### src/rtl/music_trigger_pkg.sv
`default_nettype none
// ============================================================================
// | Package     : music_pkg                                                  |
// | Description : Shared types and default constants for the Music beeper    |
// |               front end (music_trigger) and the Music block itself.      |
// | Revision    : 1.0 - initial release                                      |
// ============================================================================
package music_pkg;

    // Trigger FSM states: waiting, holding key high, waiting out the tune.
    typedef enum logic [1:0] {
        ST_IDLE   = 2'd0,
        ST_KEY_ON = 2'd1,
        ST_GAP    = 2'd2
    } trig_state_e;

    // System clock shared with the Music block.
    localparam int unsigned CLK_HZ              = 25_000_000;
    // Button must hold a new level this long before it is believed.
    localparam int unsigned DEBOUNCE_MS         = 10;
    localparam int unsigned DEBOUNCE_CYCLES_DEF = (CLK_HZ / 1000) * DEBOUNCE_MS;
    // Length of one tune in clock cycles; the trigger waits this long.
    localparam int unsigned TUNE_CYCLES         = 1_000_000;
    // Cycles key stays high for each play request.
    localparam int unsigned KEY_HOLD_DEF        = 4;
    // Pending-request counter width.
    localparam int unsigned PEND_W_DEF          = 3;

    // Width of a down/up counter that must hold values 0..n-1 (at least 1 bit).
    function automatic int unsigned cnt_w(input int unsigned n);
        int unsigned w;
        if (n <= 2) begin
            w = 1;
        end else begin
            w = int'($clog2(n));
        end
        return w;
    endfunction

endpackage
`default_nettype wire

### src/rtl/music_trigger_debounce.sv
`default_nettype none
// ============================================================================
// | Module      : btn_debounce                                               |
// | Description : Front-panel button conditioning: 2-FF synchronizer,       |
// |               optional level debounce and a one-cycle press pulse.       |
// |               MUSIC_TRIG_DEBOUNCE_EN defined   -> debounce counter used. |
// |               MUSIC_TRIG_DEBOUNCE_EN undefined -> synchronized level is  |
// |               taken directly (hardware-debounced boards, fast sims).     |
// | Revision    : 1.0 - initial release                                      |
// ============================================================================
module btn_debounce
    import music_pkg::*;
#(
    parameter int unsigned DEBOUNCE_CYCLES = DEBOUNCE_CYCLES_DEF
) (
    input  logic clk,
    input  logic rst_n,
    input  logic btn_raw_i,
    output logic btn_evt_o
);

    logic sync1_q;
    logic sync2_q;
    logic level;        // debounced (or just synchronized) button level
    logic level_prev_q; // level one cycle ago, for press detection

    // Two-flop synchronizer for the asynchronous button input.
    always_ff @(posedge clk or negedge rst_n) begin
        if (!rst_n) begin
            sync1_q <= 1'b0;
            sync2_q <= 1'b0;
        end else begin
            sync1_q <= btn_raw_i;
            sync2_q <= sync1_q;
        end
    end

`ifdef MUSIC_TRIG_DEBOUNCE_EN
    localparam int unsigned        C_CNT_W    = cnt_w(DEBOUNCE_CYCLES);
    localparam logic [C_CNT_W-1:0] C_CNT_LAST = C_CNT_W'(DEBOUNCE_CYCLES - 1);

    logic [C_CNT_W-1:0] cnt_q;
    logic [C_CNT_W-1:0] cnt_d;
    logic               level_q;
    logic               level_d;

    // Count consecutive cycles the synchronized level disagrees with the
    // accepted level; any agreement restarts the count, so bounces never win.
    always_comb begin
        cnt_d   = cnt_q;
        level_d = level_q;
        if (sync2_q == level_q) begin
            cnt_d = '0;
        end else if (cnt_q == C_CNT_LAST) begin
            level_d = sync2_q;
            cnt_d   = '0;
        end else begin
            cnt_d = cnt_q + C_CNT_W'(1);
        end
    end

    // Debounce state registers.
    always_ff @(posedge clk or negedge rst_n) begin
        if (!rst_n) begin
            cnt_q   <= '0;
            level_q <= 1'b0;
        end else begin
            cnt_q   <= cnt_d;
            level_q <= level_d;
        end
    end

    assign level = level_q;
`else
    // No debounce: the synchronized level is already clean.
    assign level = sync2_q;
`endif

    // Remember the previous level so only a press (0->1) yields an event.
    always_ff @(posedge clk or negedge rst_n) begin
        if (!rst_n) begin
            level_prev_q <= 1'b0;
        end else begin
            level_prev_q <= level;
        end
    end

    // One cycle high in the first cycle the accepted level is 1.
    assign btn_evt_o = level & ~level_prev_q;

endmodule
`default_nettype wire

### src/rtl/music_trigger.sv
`default_nettype none
// ============================================================================
// | Module      : music_trigger                                              |
// | Description : Merges front-panel button presses and vending sale_done    |
// |               strobes into a queued, paced key pulse train for Music.    |
// |               Build option MUSIC_TRIG_DEBOUNCE_EN enables the button     |
// |               debounce counter inside btn_debounce.                      |
// | Revision    : 1.0 - initial release                                      |
// ============================================================================
module music_trigger
    import music_pkg::*;
#(
    parameter int unsigned DEBOUNCE_CYCLES = DEBOUNCE_CYCLES_DEF,
    parameter int unsigned KEY_HOLD        = KEY_HOLD_DEF,
    parameter int unsigned PLAY_GAP        = TUNE_CYCLES,
    parameter int unsigned PEND_W          = PEND_W_DEF
) (
    input  logic              clk,
    input  logic              rst_n,
    input  logic              btn_raw,
    input  logic              sale_done,
    output logic              key,
    output logic              busy,
    output logic [PEND_W-1:0] pending,
    output logic              drop
);

    // One shared timer serves both the hold phase and the gap phase.
    localparam int unsigned C_HOLD_W = cnt_w(KEY_HOLD);
    localparam int unsigned C_GAP_W  = cnt_w(PLAY_GAP);
    localparam int unsigned C_TMR_W  = (C_HOLD_W > C_GAP_W) ? C_HOLD_W : C_GAP_W;
    localparam logic [C_TMR_W-1:0] C_HOLD_LOAD = C_TMR_W'(KEY_HOLD - 1);
    localparam logic [C_TMR_W-1:0] C_GAP_LOAD  = C_TMR_W'(PLAY_GAP - 1);

    // Two spare bits so pending + 2 arrivals never wraps before saturation.
    localparam int unsigned       C_SUM_W    = PEND_W + 2;
    localparam logic [PEND_W-1:0] C_PEND_MAX = {PEND_W{1'b1}};

    logic                btn_evt;
    logic [1:0]          inc;
    logic                issue;
    logic [C_SUM_W-1:0]  sum;
    logic [PEND_W-1:0]   pending_q;
    logic [PEND_W-1:0]   pending_d;
    logic                drop_q;
    logic                drop_d;

    trig_state_e         state_q;
    logic [C_TMR_W-1:0]  tmr_q;
    logic                key_q;
    logic                busy_q;

    btn_debounce #(
        .DEBOUNCE_CYCLES (DEBOUNCE_CYCLES)
    ) u_btn_debounce (
        .clk       (clk),
        .rst_n     (rst_n),
        .btn_raw_i (btn_raw),
        .btn_evt_o (btn_evt)
    );

    // Arrivals this cycle (0..2) and whether the FSM takes a request now.
    assign inc   = {1'b0, btn_evt} + {1'b0, sale_done};
    assign issue = (state_q == ST_IDLE) && (pending_q != '0);
    assign sum   = C_SUM_W'(pending_q) + C_SUM_W'(inc) - C_SUM_W'(issue);

    // Saturating queue update; an overflowing request is reported, not kept.
    always_comb begin
        pending_d = sum[PEND_W-1:0];
        drop_d    = 1'b0;
        if (sum > C_SUM_W'(C_PEND_MAX)) begin
            pending_d = C_PEND_MAX;
            drop_d    = 1'b1;
        end
    end

    // Pending counter and drop pulse registers.
    always_ff @(posedge clk or negedge rst_n) begin
        if (!rst_n) begin
            pending_q <= '0;
            drop_q    <= 1'b0;
        end else begin
            pending_q <= pending_d;
            drop_q    <= drop_d;
        end
    end

    // Request pacing FSM: hold key for KEY_HOLD cycles, then stay busy for
    // PLAY_GAP cycles while the tune plays, then one IDLE cycle at minimum.
    always_ff @(posedge clk or negedge rst_n) begin
        if (!rst_n) begin
            state_q <= ST_IDLE;
            tmr_q   <= '0;
            key_q   <= 1'b0;
            busy_q  <= 1'b0;
        end else begin
            case (state_q)
                ST_IDLE: begin
                    if (issue) begin
                        state_q <= ST_KEY_ON;
                        tmr_q   <= C_HOLD_LOAD;
                        key_q   <= 1'b1;
                        busy_q  <= 1'b1;
                    end
                end
                ST_KEY_ON: begin
                    if (tmr_q == '0) begin
                        state_q <= ST_GAP;
                        tmr_q   <= C_GAP_LOAD;
                        key_q   <= 1'b0;
                    end else begin
                        tmr_q <= tmr_q - C_TMR_W'(1);
                    end
                end
                ST_GAP: begin
                    if (tmr_q == '0) begin
                        state_q <= ST_IDLE;
                        busy_q  <= 1'b0;
                    end else begin
                        tmr_q <= tmr_q - C_TMR_W'(1);
                    end
                end
                default: begin
                    state_q <= ST_IDLE;
                    tmr_q   <= '0;
                    key_q   <= 1'b0;
                    busy_q  <= 1'b0;
                end
            endcase
        end
    end

    assign key     = key_q;
    assign busy    = busy_q;
    assign pending = pending_q;
    assign drop    = drop_q;

endmodule
`default_nettype wire
### config.mk
export PLATFORM = sky130hd
export DESIGN_NAME = music_trigger
export DESIGN_NICKNAME = d
export VERILOG_FILES = /design/src/rtl/music_trigger_pkg.sv /design/src/rtl/music_trigger_debounce.sv /design/src/rtl/music_trigger.sv
export SDC_FILE = /design/constraint.sdc
export NUM_CORES = 1
export LEC_CHECK = 0
export BUFFER_PORTS_ARGS = -buffer_cell sky130_fd_sc_hd__buf_4
export CORE_ASPECT_RATIO = 0.9
export CORE_MARGIN = 2
export CORE_UTILIZATION = 50
export DETAILED_ROUTE_END_ITERATION = 10
export PLACE_DENSITY = 0.67
export SETUP_SLACK_MARGIN = 0.1
export SLEW_MARGIN = 20
export SYNTH_ARGS = -nofsm -noshare
export SYNTH_HDL_FRONTEND = slang
export SYNTH_HIERARCHICAL = 1
export SYNTH_SLANG_ARGS = --single-unit
### constraint.sdc
create_clock -name clk -period 3.8 [get_ports clk]
set_input_delay 0.76 -clock clk [delete_from_list [all_inputs] [get_ports clk]]
set_output_delay 0.76 -clock clk [all_outputs]
set_load 0.02 [all_outputs]
==> metrics.yaml, run 1 <==
status:
  outcome: "completed"
cells_and_area:
  mostFrequentLayoutCell: "dfrtp_1"
  layout.cells.most_common_list: "dfrtp_1 (31), a21oi_1 (22), inv_1 (14), nand2_1 (14)"
  antenna-diode-count: 0
  layout_cell_share_with_drive_strength_beyond_1_pct: 14.3
  post_layout_nonfiller_instances: 254
  area_delta_synth_final_pct: 10.4
  nNetsFinal: 220
  num-fill-cells: 306
place:
  port-buffer-count: 9
  place.detailed.hpwl_um: 3090
  gpl.final_weighted_congestion: 0.890
  placed_cells: 246
die:
  core_region_area_um2: 3450
  std_cell_rows: 20
  io-pin-count: 10
  horizontal_die_dimension_um: 68.2
  dieArea_um2: 4220
  chipHeight_um: 61.8
  initial_core_util_pct: 53.8
worst_setup_path:
  critical_path_class: "reg -> reg"
  timing.critical_path.required_ps: 3960
  start_kind: "flip-flop"
  worst_ep_arrival_time_ps: 2920
  endpoint_kind: "flip-flop"
  crit_path_max_fanout: 6
grt:
  global_route.usage.total_pct: 23.9
  global_route.overflow_total: 0
  antenna_found_initial: 0
  first_global_vias: 1551
  maximum_number_of_pins_on_one_net_before_global_route_repair: 32
  grt_pass1_wl_um: 7400
logic_synthesis:
  post_synth.cell_area_avg_um2: 9.47
  syn-cell-area_um2: 1860
  synth-async-reset-ratio_pct: 100
  synth-main-ff-cell: "dfrtp_1"
  synth_top_area_cell: "dfrtp_1"
  net_count_of_the_mapped_netlist: 207
  netlist.area_leader.share_pct: 41.8
  ys_top_cells_by_area: "dfrtp_1 (42%), a21oi_1 (5.9%), ha_1 (3.4%)"
  synth_seq_area_share_pct: 41.8
  synth_edf_count: 0
  synth.yosys.warnings: 6
  ys_seq_elements: 31
  gate_count_of_the_mapped_netlist: 196
  number_of_library_cell_types_mapped_by_synthesis: 52
clocking:
  cts_hold_repair.buffers: 0
  post_cts.repair.setup_buffers: 0
  cts_h_tree_lvls: 2
  insertion_delay_ps: 280
  cts.root.buffer_cell: "clkbuf_8"
  cts.sink_count: 31
  path_clk_slew_ps: 60
  clock_tree_from_tritoncts: "built"
  cts_repair_resize_count: 0
  cts_made_buffers: 5
  clock_path_buffers: 2
power_and_ir_drop:
  swShare_pct: 29.1
  max-vdd-ir-drop_mv: 0.405
  power.density_nw_per_um2: 411
  part_of_the_power_in_combinational_logic_pct: 22.0
  part_of_the_total_power_dissipated_in_sequential_elements_pct: 44.2
  p_leak_uw: 0.000908
  intPower_uw: 598
  power.total_uw: 844
  share_clk_of_total_power_pct: 33.7
  net_switching_power_of_the_design_uw: 246
sta:
  drv_slew: 0
  clock.fmax_mhz: 361
  setup_viol: 0
  period_needed_ps: 2770
  layout_skew_ps: 5.40
  max_slew.worst_pin.slew_ps: 725
  slew_headroom_pct: 51.2
  fin_tns_setup_ps: 0
  rsz0062_at_grt: "no"
  final_hold_viol_count: 0
  period_share_pct: 72.8
route:
  routed_wirelength_um: 4310
  drt-wirelength-per-cell_um: 17.0
  drtAntennaViolNets: 0
  drt_pass1_iterations: 4
  route.vias.total: 1585
  drt_drc_violations_left: 0
  post_drt_via_cell_ratio: 6.24
  drt_iter0_markers: 129
worst_hold_path:
  worstHoldPathType: "reg -> reg"
flow_run:
  maxCapViolations: 0
registers in the layout, indices dropped and copies added, names as in the netlist:
register	cells
busy	1
key	1
state_q	2
u_btn_debounce/level_prev_q	1
u_btn_debounce/sync1_q	1
drop	1
u_btn_debounce/level	1
pending	3
tmr_q	20
per-stage QoR:
step                setup WS, ps  hold slack (ps)  area, um2  util (%)
global placement            1140              336       1950      56.5
CTS                         1030              368       2050      59.4
global route                 845              369       2050      59.4
detailed placement          1040              354       1950      56.5
finish                      1030              363       2050      59.4
floorplan                   1170              331       1860         -
routing by layer:
| metal | track usage, % | up-vias | routed length, um |
|---|---|---|---|
| met5 | 0 | - | 0 |
| met4 | 6.86 | 0 | 47 |
| met3 | 5.05 | 7 | 188 |
| met2 | 38.8 | 35 | 2080 |
| met1 | 32.6 | 788 | 1990 |
| li1 | - | 755 | - |
worst paths after layout:
check / cells past startpoint / slack (ps) / endpoint / startpoint
max: 10 / 1030 / pending[0]$_DFF_PN0_ / pending[2]$_DFF_PN0_
min: 0 / 360 / u_btn_debounce/level$_DFF_PN0_ / u_btn_debounce/sync1_q$_DFF_PN0_
max reg2reg: 10 / 1030 / pending[0]$_DFF_PN0_ / pending[2]$_DFF_PN0_
min reg2reg: 0 / 360 / u_btn_debounce/level$_DFF_PN0_ / u_btn_debounce/sync1_q$_DFF_PN0_
max in group asynchronous: 1 / 3110 / drop$_DFF_PN0_ / rst_n
min in group asynchronous: 1 / 390 / tmr_q[3]$_DFFE_PN0P_ / rst_n
synthesized netlist by cell type (2+ instances only):
master,count
or3_1,3
nand3_1,7
or3_2,3
or4_1,3
a21oi_1,22
xnor2_1,2
nor3_1,9
nand4_1,4
o21ai_1,2
ha_1,5
dfrtp_1,31
o2111ai_1,2
o21a_1,3
xor2_1,4
nand2b_1,2
a311oi_1,4
o211ai_1,3
nor4b_1,2
nor4_1,3
o31ai_1,3
inv_1,14
fa_1,2
o21ai_0,11
nor2_1,10
and3_1,2
nand2_1,14
kinds of logic after synthesis:
logic type	share of synthesized area (%)
AOI/OAI and AO/OA	20.7
xor gates and xnor gates	2.83
buffers and inverters	5.19
adders and majority gates	5.53
muxes	0.539
DFF	41.8
and+or+nand+nor	23.5
critical path, cell delays in order, from the launching register on:
cell and delay (ps):
dfrtp_1 420, or3_1 430, nand3_1 170, inv_1 100
ha_1 290, fa_1 380, nand2b_1 150, a21oi_1 200
nor3_1 70, nor3_1 340, nand2_1 100
power groups by stage:
stage | sequential, uW | combinational [uW] | clock [uW]
2_1_floorplan | 398 | 101 | 0
3_3_place_gp | 376 | 179 | 0
3_5_place_dp | 378 | 188 | 0
4_1_cts | 372 | 189 | 291
5_1_grt | 377 | 211 | 308
6_report | 373 | 186 | 285
final cells by class:
cell class,instances,area [um2],area share [%]
well taps,44,55.1,2.68
multi-input cells,146,985,48.0
repair buffers,11,82.6,4.03
flip-flops and latches,31,776,37.8
clock buffers,8,100,4.88
inverters,14,52.6,2.56
No activity file was read; power rests on OpenSTA's default activity.
==> run 2: changes to the inputs <==
- ABC_AREA: unset -> 1
- PLACE_DENSITY: 0.67 -> 0.7
- clock period: 3.8 -> 2.3 ns (I/O delays scaled with it)
==> run 2 against run 1 <==
  * Critical path depth is 2 higher
  * Clock-buffer cell count unchanged
  * Sequential cell count stayed put
  * Utilization rose by 0.99 points
==> metrics.yaml, run 2 <==
route:
  wl_met2_um: 2050  # -1.7%
  drt_pass1_iterations: 4  # unchanged
  drt_drc_violations_left: 0  # unchanged
  drt_iter0_markers: 76  # -41%
  wl_met1_um: 2060  # +3.5%
  highest_layer: "met4"
  route.vias.total: 1686  # +6.4%
  routed_wirelength_um: 4300  # -0.30%
  met3_wirelength_um: 96  # -49%
  post_drt_via_cell_ratio: 5.02  # -20%
  drtAntennaViolNets: 0  # unchanged
  drt-wirelength-per-cell_um: 12.8  # -25%
power_and_ir_drop:
  part_of_the_total_power_dissipated_in_sequential_elements_pct: 39.2  # -5.0 points
  intPower_uw: 1070  # +78%
  power.density_nw_per_um2: 642  # +56%
  p_leak_uw: 0.00125  # +38%
  part_of_the_power_in_combinational_logic_pct: 29.6  # +7.6 points
  power.total_uw: 1550  # +83%
  swShare_pct: 31.1  # +2.0 points
  net_switching_power_of_the_design_uw: 481  # +96%
  max-vdd-ir-drop_mv: 0.648  # +60%
  share_clk_of_total_power_pct: 31.2  # -2.5 points
place:
  gpl.final_weighted_congestion: 0.838  # -5.8%
  port-buffer-count: 9  # unchanged
  pre_cts_setup_slack_ps: -91.2  # -1130 ps
  place.detailed.hpwl_um: 3210  # +3.8%
sta:
  clock.fmax_mhz: 446  # +23%
  setup_viol: 0  # unchanged
  max_slew.worst_pin.slew_ps: 403  # -322 ps
  period_share_pct: 97.6  # +25 points
  period_needed_ps: 2240  # -523 ps
  worst_setup_slack_after_layout_ps: 56.1  # -977 ps
  layout_skew_ps: 9.90  # +4.50 ps
  whs_ps: 87.1  # -276 ps
  final_hold_viol_count: 0  # unchanged
  slew_headroom_pct: 73.1  # +22 points
  rsz0062_at_grt: "yes"
  drv_slew: 0  # unchanged
logic_synthesis:
  synth_most_common_cell: "nand2_1"
  synth-simple-area-share_pct: 37.5  # +14 points
  synth_seq_area_share_pct: 37.9  # -3.8 points
  area_fraction_in_compound_gates_after_synthesis_pct: 8.32  # -12 points
  synth.area.mux_share_pct: 0  # -0.54 points
  ys_top_cells_by_area: "dfrtp_1 (38%), nand2_1 (12%), inv_1 (7.7%)"
  number_of_library_cell_types_mapped_by_synthesis: 32  # -38%
  synth_top_area_cell: "dfrtp_1"
  post_synth.cell_area_avg_um2: 7.86  # -17%
  ys_seq_elements: 31  # unchanged
  combinational_family_with_the_most_area_after_synthesis: "simple AND/OR/NAND/NOR gates"
  netlist.area_leader.share_pct: 37.9  # -3.8 points
  synth.yosys.warnings: 6  # unchanged
  gate_count_of_the_mapped_netlist: 260  # +33%
  net_count_of_the_mapped_netlist: 271  # +31%
  synth-main-ff-cell: "dfrtp_1"
  synthXorXnorAreaFrac_pct: 2.57  # -0.26 points
  synth_edf_count: 0  # unchanged
  syn-cell-area_um2: 2040  # +10%
  ys_top_cells_by_count: "nand2_1 (68), inv_1 (42), dfrtp_1 (31)"
  synth-async-reset-ratio_pct: 100  # unchanged
  synth_fa_ha_area_share_pct: 5.02  # -0.51 points
grt:
  antenna_found_initial: 0  # unchanged
  first_global_vias: 1656  # +6.8%
  grt_pass1_wl_um: 7610  # +2.8%
  global_route.overflow_total: 0  # unchanged
  global_route.usage.total_pct: 21.7  # -2.1 points
  maximum_number_of_pins_on_one_net_before_global_route_repair: 32  # unchanged
clocking:
  insertion_delay_ps: 300  # +20 ps
  cts.root.buffer_cell: "clkbuf_8"
  clock_path_buffers: 2  # unchanged
  cts.sink_count: 31  # unchanged
  cts_h_tree_lvls: 2  # unchanged
  path_clk_slew_ps: 70  # about the same
  clock_tree_from_tritoncts: "built"
  cts_made_buffers: 5  # unchanged
die:
  initial_core_util_pct: 51.2  # -2.5 points
  io-pin-count: 10  # unchanged
  chipHeight_um: 64.7  # +4.6%
  core_region_area_um2: 3990  # +16%
  horizontal_die_dimension_um: 71.4  # +4.6%
  std_cell_rows: 22  # +10%
  dieArea_um2: 4620  # +9.5%
cells_and_area:
  mostFrequentLayoutCell: "nand2_1"
  largest_reg_by_ff_count: "tmr_q"
  layout_cell_share_with_drive_strength_beyond_1_pct: 27.4  # +13 points
  layout.cells.most_common_list: "nand2_1 (66), inv_1 (37), dfrtp_1 (29)"
  antenna-diode-count: 0  # unchanged
  area_delta_synth_final_pct: 17.9
  largest_reg_flops: 20  # unchanged
  nNetsFinal: 298  # +35%
  num-fill-cells: 368  # +20%
  postLayoutCoreUtil_pct: 60.4  # +0.99 points
worst_setup_path:
  start_kind: "flip-flop"
  critical_path_class: "reg -> reg"
  crit_path_max_fanout: 3  # -3
  endpoint_kind: "flip-flop"
  worst_ep_arrival_time_ps: 2420  # -500 ps
  timing.critical_path.required_ps: 2480  # -1480 ps
worst_hold_path:
  worstHoldPathType: "in -> async"
flow_run:
  maxCapViolations: 0  # unchanged
status:
  outcome: "completed"
-- run 2: logic make-up (layout without fill, tap and decap cells) --
| group | after synthesis | in the layout |
|---|---|---|
| and+or+nand+nor | 148 | 148 |
| buffers and inverters | 45 | 73 |
| DFF | 31 | 31 |
| AOI/OAI and AO/OA | 23 | 23 |
| adders and majority gates | 7 | 7 |
| xor gates and xnor gates | 6 | 6 |
-- run 2: cell type report --
| type | instances | area, um2 | share of cell area [%] |
|---|---|---|---|
| clock buffer | 8 | 100 | 4.15 |
| timing repair buffer | 21 | 161 | 6.70 |
| inverter | 44 | 173 | 7.17 |
| tap | 48 | 60.1 | 2.49 |
| sequential | 31 | 778 | 32.3 |
| multi-input combinational | 184 | 1140 | 47.2 |
-- run 2: critical path, stage by stage (launching register included) --
cell	delay, ps
dfrtp_2	430
nor2_4	160
nand4_4	100
nand2_2	90
inv_2	50
ha_4	210
fa_2	330
inv_2	80
a21oi_2	50
o21bai_1	180
or2_4	160
nand3_4	60
or2_4	230
-- run 2: layer usage --
metal	GRT usage [%]	vias up
met2	34.7	18
met1	27.8	789
met3	4.51	7
li1	-	872
met4	11.1	0
met5	0	-
-- run 2: path summary, 6_finish.rpt --
path	endpoint	cells after the start	start	slack, ps
setup / recovery	pending[1]$_DFF_PN0_	12	state_q[0]$_DFFE_PN0P_	60
min in group clk	u_btn_debounce/sync1_q$_DFF_PN0_	1	btn_raw	270
max in group asynchronous	pending[1]$_DFF_PN0_	1	rst_n	1890
hold reg to reg	u_btn_debounce/level$_DFF_PN0_	0	u_btn_debounce/sync1_q$_DFF_PN0_	360
hold / removal	tmr_q[19]$_DFFE_PN0P_	1	rst_n	90
setup reg to reg	pending[1]$_DFF_PN0_	12	state_q[0]$_DFFE_PN0P_	60
-- run 2: power by group through the flow --
| stage | combinational [uW] | sequential (uW) | clock, uW |
|---|---|---|---|
| 3_3_place_gp | 386 | 615 | 0 |
| 2_1_floorplan | 216 | 656 | 0 |
| 5_1_grt | 505 | 610 | 513 |
| 6_report | 458 | 606 | 483 |
| 4_1_cts | 430 | 607 | 497 |
| 3_5_place_dp | 404 | 616 | 0 |
-- run 2: per-stage QoR --
stage | setup TNS (ps) | cell area [um2] | instances
after floorplan | -49.9 | 2080 | 260
after global placement | 0 | 2240 | 321
after detailed placement | -91.2 | 2240 | 321
after CTS | 0 | 2390 | 335
after global routing | -45.4 | 2410 | 336
final | 0 | 2410 | 336
-- run 2: what timing repair did --
action,in CTS,in global routing
resized for setup,2,2
pin swaps,8,4
hold buffers,0,0
buffers inserted,6,1
endpoints found under the setup margin,3,3
==> run 3: changes to the inputs <==
==> constraint.sdc (replaced) <==
create_clock -name clk -period 2.3 [get_ports clk]
set_input_delay 0.345 -clock clk [delete_from_list [all_inputs] [get_ports clk]]
set_output_delay 0.345 -clock clk [all_outputs]
set_load 0.02 [all_outputs]
==> run 3 against run 2 <==
  * Combinational power hardly changed
  * Setup slack worse by 0.89 ps
  * Utilization is 0.25 points higher
  * Largest power group unchanged
  * Total power hardly changed
  * Global-route usage hardly changed
  * Critical path depth stayed put
  * Sequential share of layout area is 0.13 points lower
  * First-iteration DRC count is 9.2% lower
  * Sequential power hardly changed
  * Final area is 0.42% higher
==> metrics.yaml, run 3 (synthesis gave the netlist of run 2 again) <==
worst_setup_path:
  endpoint_kind: "flip-flop"
  start_kind: "flip-flop"
  crit_path_max_fanout: 3  # unchanged
  timing.critical_path.slowest_cell_delay_ps: 430  # about the same
  critical_path_class: "reg -> reg"
  critPathSlowestCell: "dfrtp_2"
  timing.critical_path.required_ps: 2480  # about the same
  crit_chain: "nor2_4, nand4_4, nand2_2, inv_2, ha_4, fa_2, inv_2, a21oi_2, o21bai_1, or2_4, nand3_4, or2_4"
  worst_ep_arrival_time_ps: 2420  # about the same
clocking:
  insertion_delay_ps: 290  # about the same
  cts.sink_count: 31  # unchanged
  cts_h_tree_lvls: 2  # unchanged
  clock_tree_from_tritoncts: "built"
  cts.root.buffer_cell: "clkbuf_8"
  cts_made_buffers: 5  # unchanged
  clock_path_buffers: 2  # unchanged
  path_clk_slew_ps: 60  # about the same
route:
  post_drt_via_cell_ratio: 5.01  # -0.12%
  drt-wirelength-per-cell_um: 12.8  # -0.11%
  drt_iter0_markers: 69  # -9.2%
  drt_pass1_iterations: 4  # unchanged
  drt_drc_violations_left: 0  # unchanged
  route.vias.total: 1689  # +0.18%
  drtAntennaViolNets: 0  # unchanged
  routed_wirelength_um: 4300  # +0.19%
sta:
  final_hold_viol_count: 0  # unchanged
  clock.fmax_mhz: 445  # about the same
  max_slew.worst_pin.slew_ps: 406  # +2.94 ps
  drv_slew: 0  # unchanged
  rsz0062_at_grt: "yes"
  period_needed_ps: 2240  # +0.891 ps
  setup_viol: 0  # unchanged
  period_share_pct: 97.6  # about the same
  slew_headroom_pct: 72.9  # -0.20 points
  layout_skew_ps: 9.18  # -0.722 ps
power_and_ir_drop:
  power.total_uw: 1550  # about the same
  p_leak_uw: 0.00125  # +0.33%
  power.density_nw_per_um2: 639  # -0.43%
  max-vdd-ir-drop_mv: 0.648  # about the same
cells_and_area:
  post_layout_nonfiller_instances: 337  # +0.30%
  layout_cell_share_with_drive_strength_beyond_1_pct: 27.3  # -0.095 points
  largest_reg_flops: 20  # unchanged
  layout.cells.most_common_list: "nand2_1 (66), inv_1 (37), dfrtp_1 (29)"
  area_delta_synth_final_pct: 18.4
  num-fill-cells: 367  # -0.27%
  nNetsFinal: 299  # +0.34%
  largest_reg_by_ff_count: "tmr_q"
  antenna-diode-count: 0  # unchanged
  mostFrequentLayoutCell: "nand2_1"
place:
  place.detailed.hpwl_um: 3210  # unchanged
  gpl.final_weighted_congestion: 0.838  # unchanged
  port-buffer-count: 9  # unchanged
  placed_cells: 321  # unchanged
grt:
  global_route.usage.total_pct: 21.7  # -0.033 points
  grt_pass1_wl_um: 7600  # -0.18%
  global_route.overflow_total: 0  # unchanged
  antenna_found_initial: 0  # unchanged
  maximum_number_of_pins_on_one_net_before_global_route_repair: 32  # unchanged
  first_global_vias: 1650  # -0.36%
flow_run:
  maxCapViolations: 0  # unchanged
die:
  chipHeight_um: 64.7  # unchanged
  io-pin-count: 10  # unchanged
  dieArea_um2: 4620  # unchanged
  std_cell_rows: 22  # unchanged
  initial_core_util_pct: 51.2  # unchanged
  horizontal_die_dimension_um: 71.4  # unchanged
  core_region_area_um2: 3990  # unchanged
status:
  outcome: "completed"
worst_hold_path:
  worstHoldPathType: "in -> reg"
run 3: changes by cell type in the layout (fill, tap and decap cells not counted):
cell and delta:
dlygate4sd3_1 +1
run 3: per-stage QoR:
step	setup TNS, ps	instance area [um2]	setup slack, ps	hold slack (ps)	util (%)
after floorplan	-49.9	2080	-49.9	49.4	-
after global placement	0	2240	65.4	307	56.1
after detailed placement	-91.2	2240	-91.2	306	56.1
after CTS	0	2400	45.2	148	60.2
after global routing	-45.4	2420	-45.4	146	60.6
final	0	2420	55.2	155	60.6
run 3: metal layers:
layer	global-route usage, %	wire (um)	vias to the layer above
li1	-	-	875
met1	27.8	2050	786
met2	34.6	2050	20
met3	4.51	100	8
met4	11.1	98	0
met5	0	0	-
run 3: cell type report:
| class | count | area [um2] | area share, % |
|---|---|---|---|
| flip-flops and latches | 31 | 778 | 32.2 |
| inverters | 44 | 173 | 7.14 |
| multi-input cells | 184 | 1140 | 47.0 |
| well taps | 48 | 60.1 | 2.48 |
| repair buffers | 22 | 171 | 7.08 |
| clock buffers | 8 | 100 | 4.14 |
run 3: worst paths after layout:
kind	cells past startpoint	to	slack (ps)	startpoint
worst max-delay path	12	pending[1]$_DFF_PN0_	60	state_q[0]$_DFFE_PN0P_
worst min register to register	0	u_btn_debounce/level$_DFF_PN0_	360	u_btn_debounce/sync1_q$_DFF_PN0_
min in group asynchronous	2	tmr_q[19]$_DFFE_PN0P_	520	rst_n
worst max register to register	12	pending[1]$_DFF_PN0_	60	state_q[0]$_DFFE_PN0P_
worst min-delay path	1	u_btn_debounce/sync1_q$_DFF_PN0_	160	btn_raw
max in group asynchronous	2	pending[1]$_DFF_PN0_	1460	rst_n
run 3: worst max-delay path, delay by kind of cell, from the launching register on:
family / cells / cell delay [ps]
adders and majority gates: 2 / 540
buffers and inverters: 2 / 130
DFF: 1 / 430
and+or+nand+nor: 6 / 800
AOI/OAI and AO/OA: 2 / 230
run 3: report_power, final:
part | internal [uW] | total, uW | switching, uW
clock network | 273 | 481 | 208
registers | 585 | 606 | 21.5
logic | 210 | 460 | 250
run 3: repair_timing:
item	in CTS	in global routing
pin swaps	8	4
buffers inserted	6	1
endpoints found under the hold margin	31	0
hold buffers	1	0
setup endpoints to repair	3	3
resized for setup	2	2
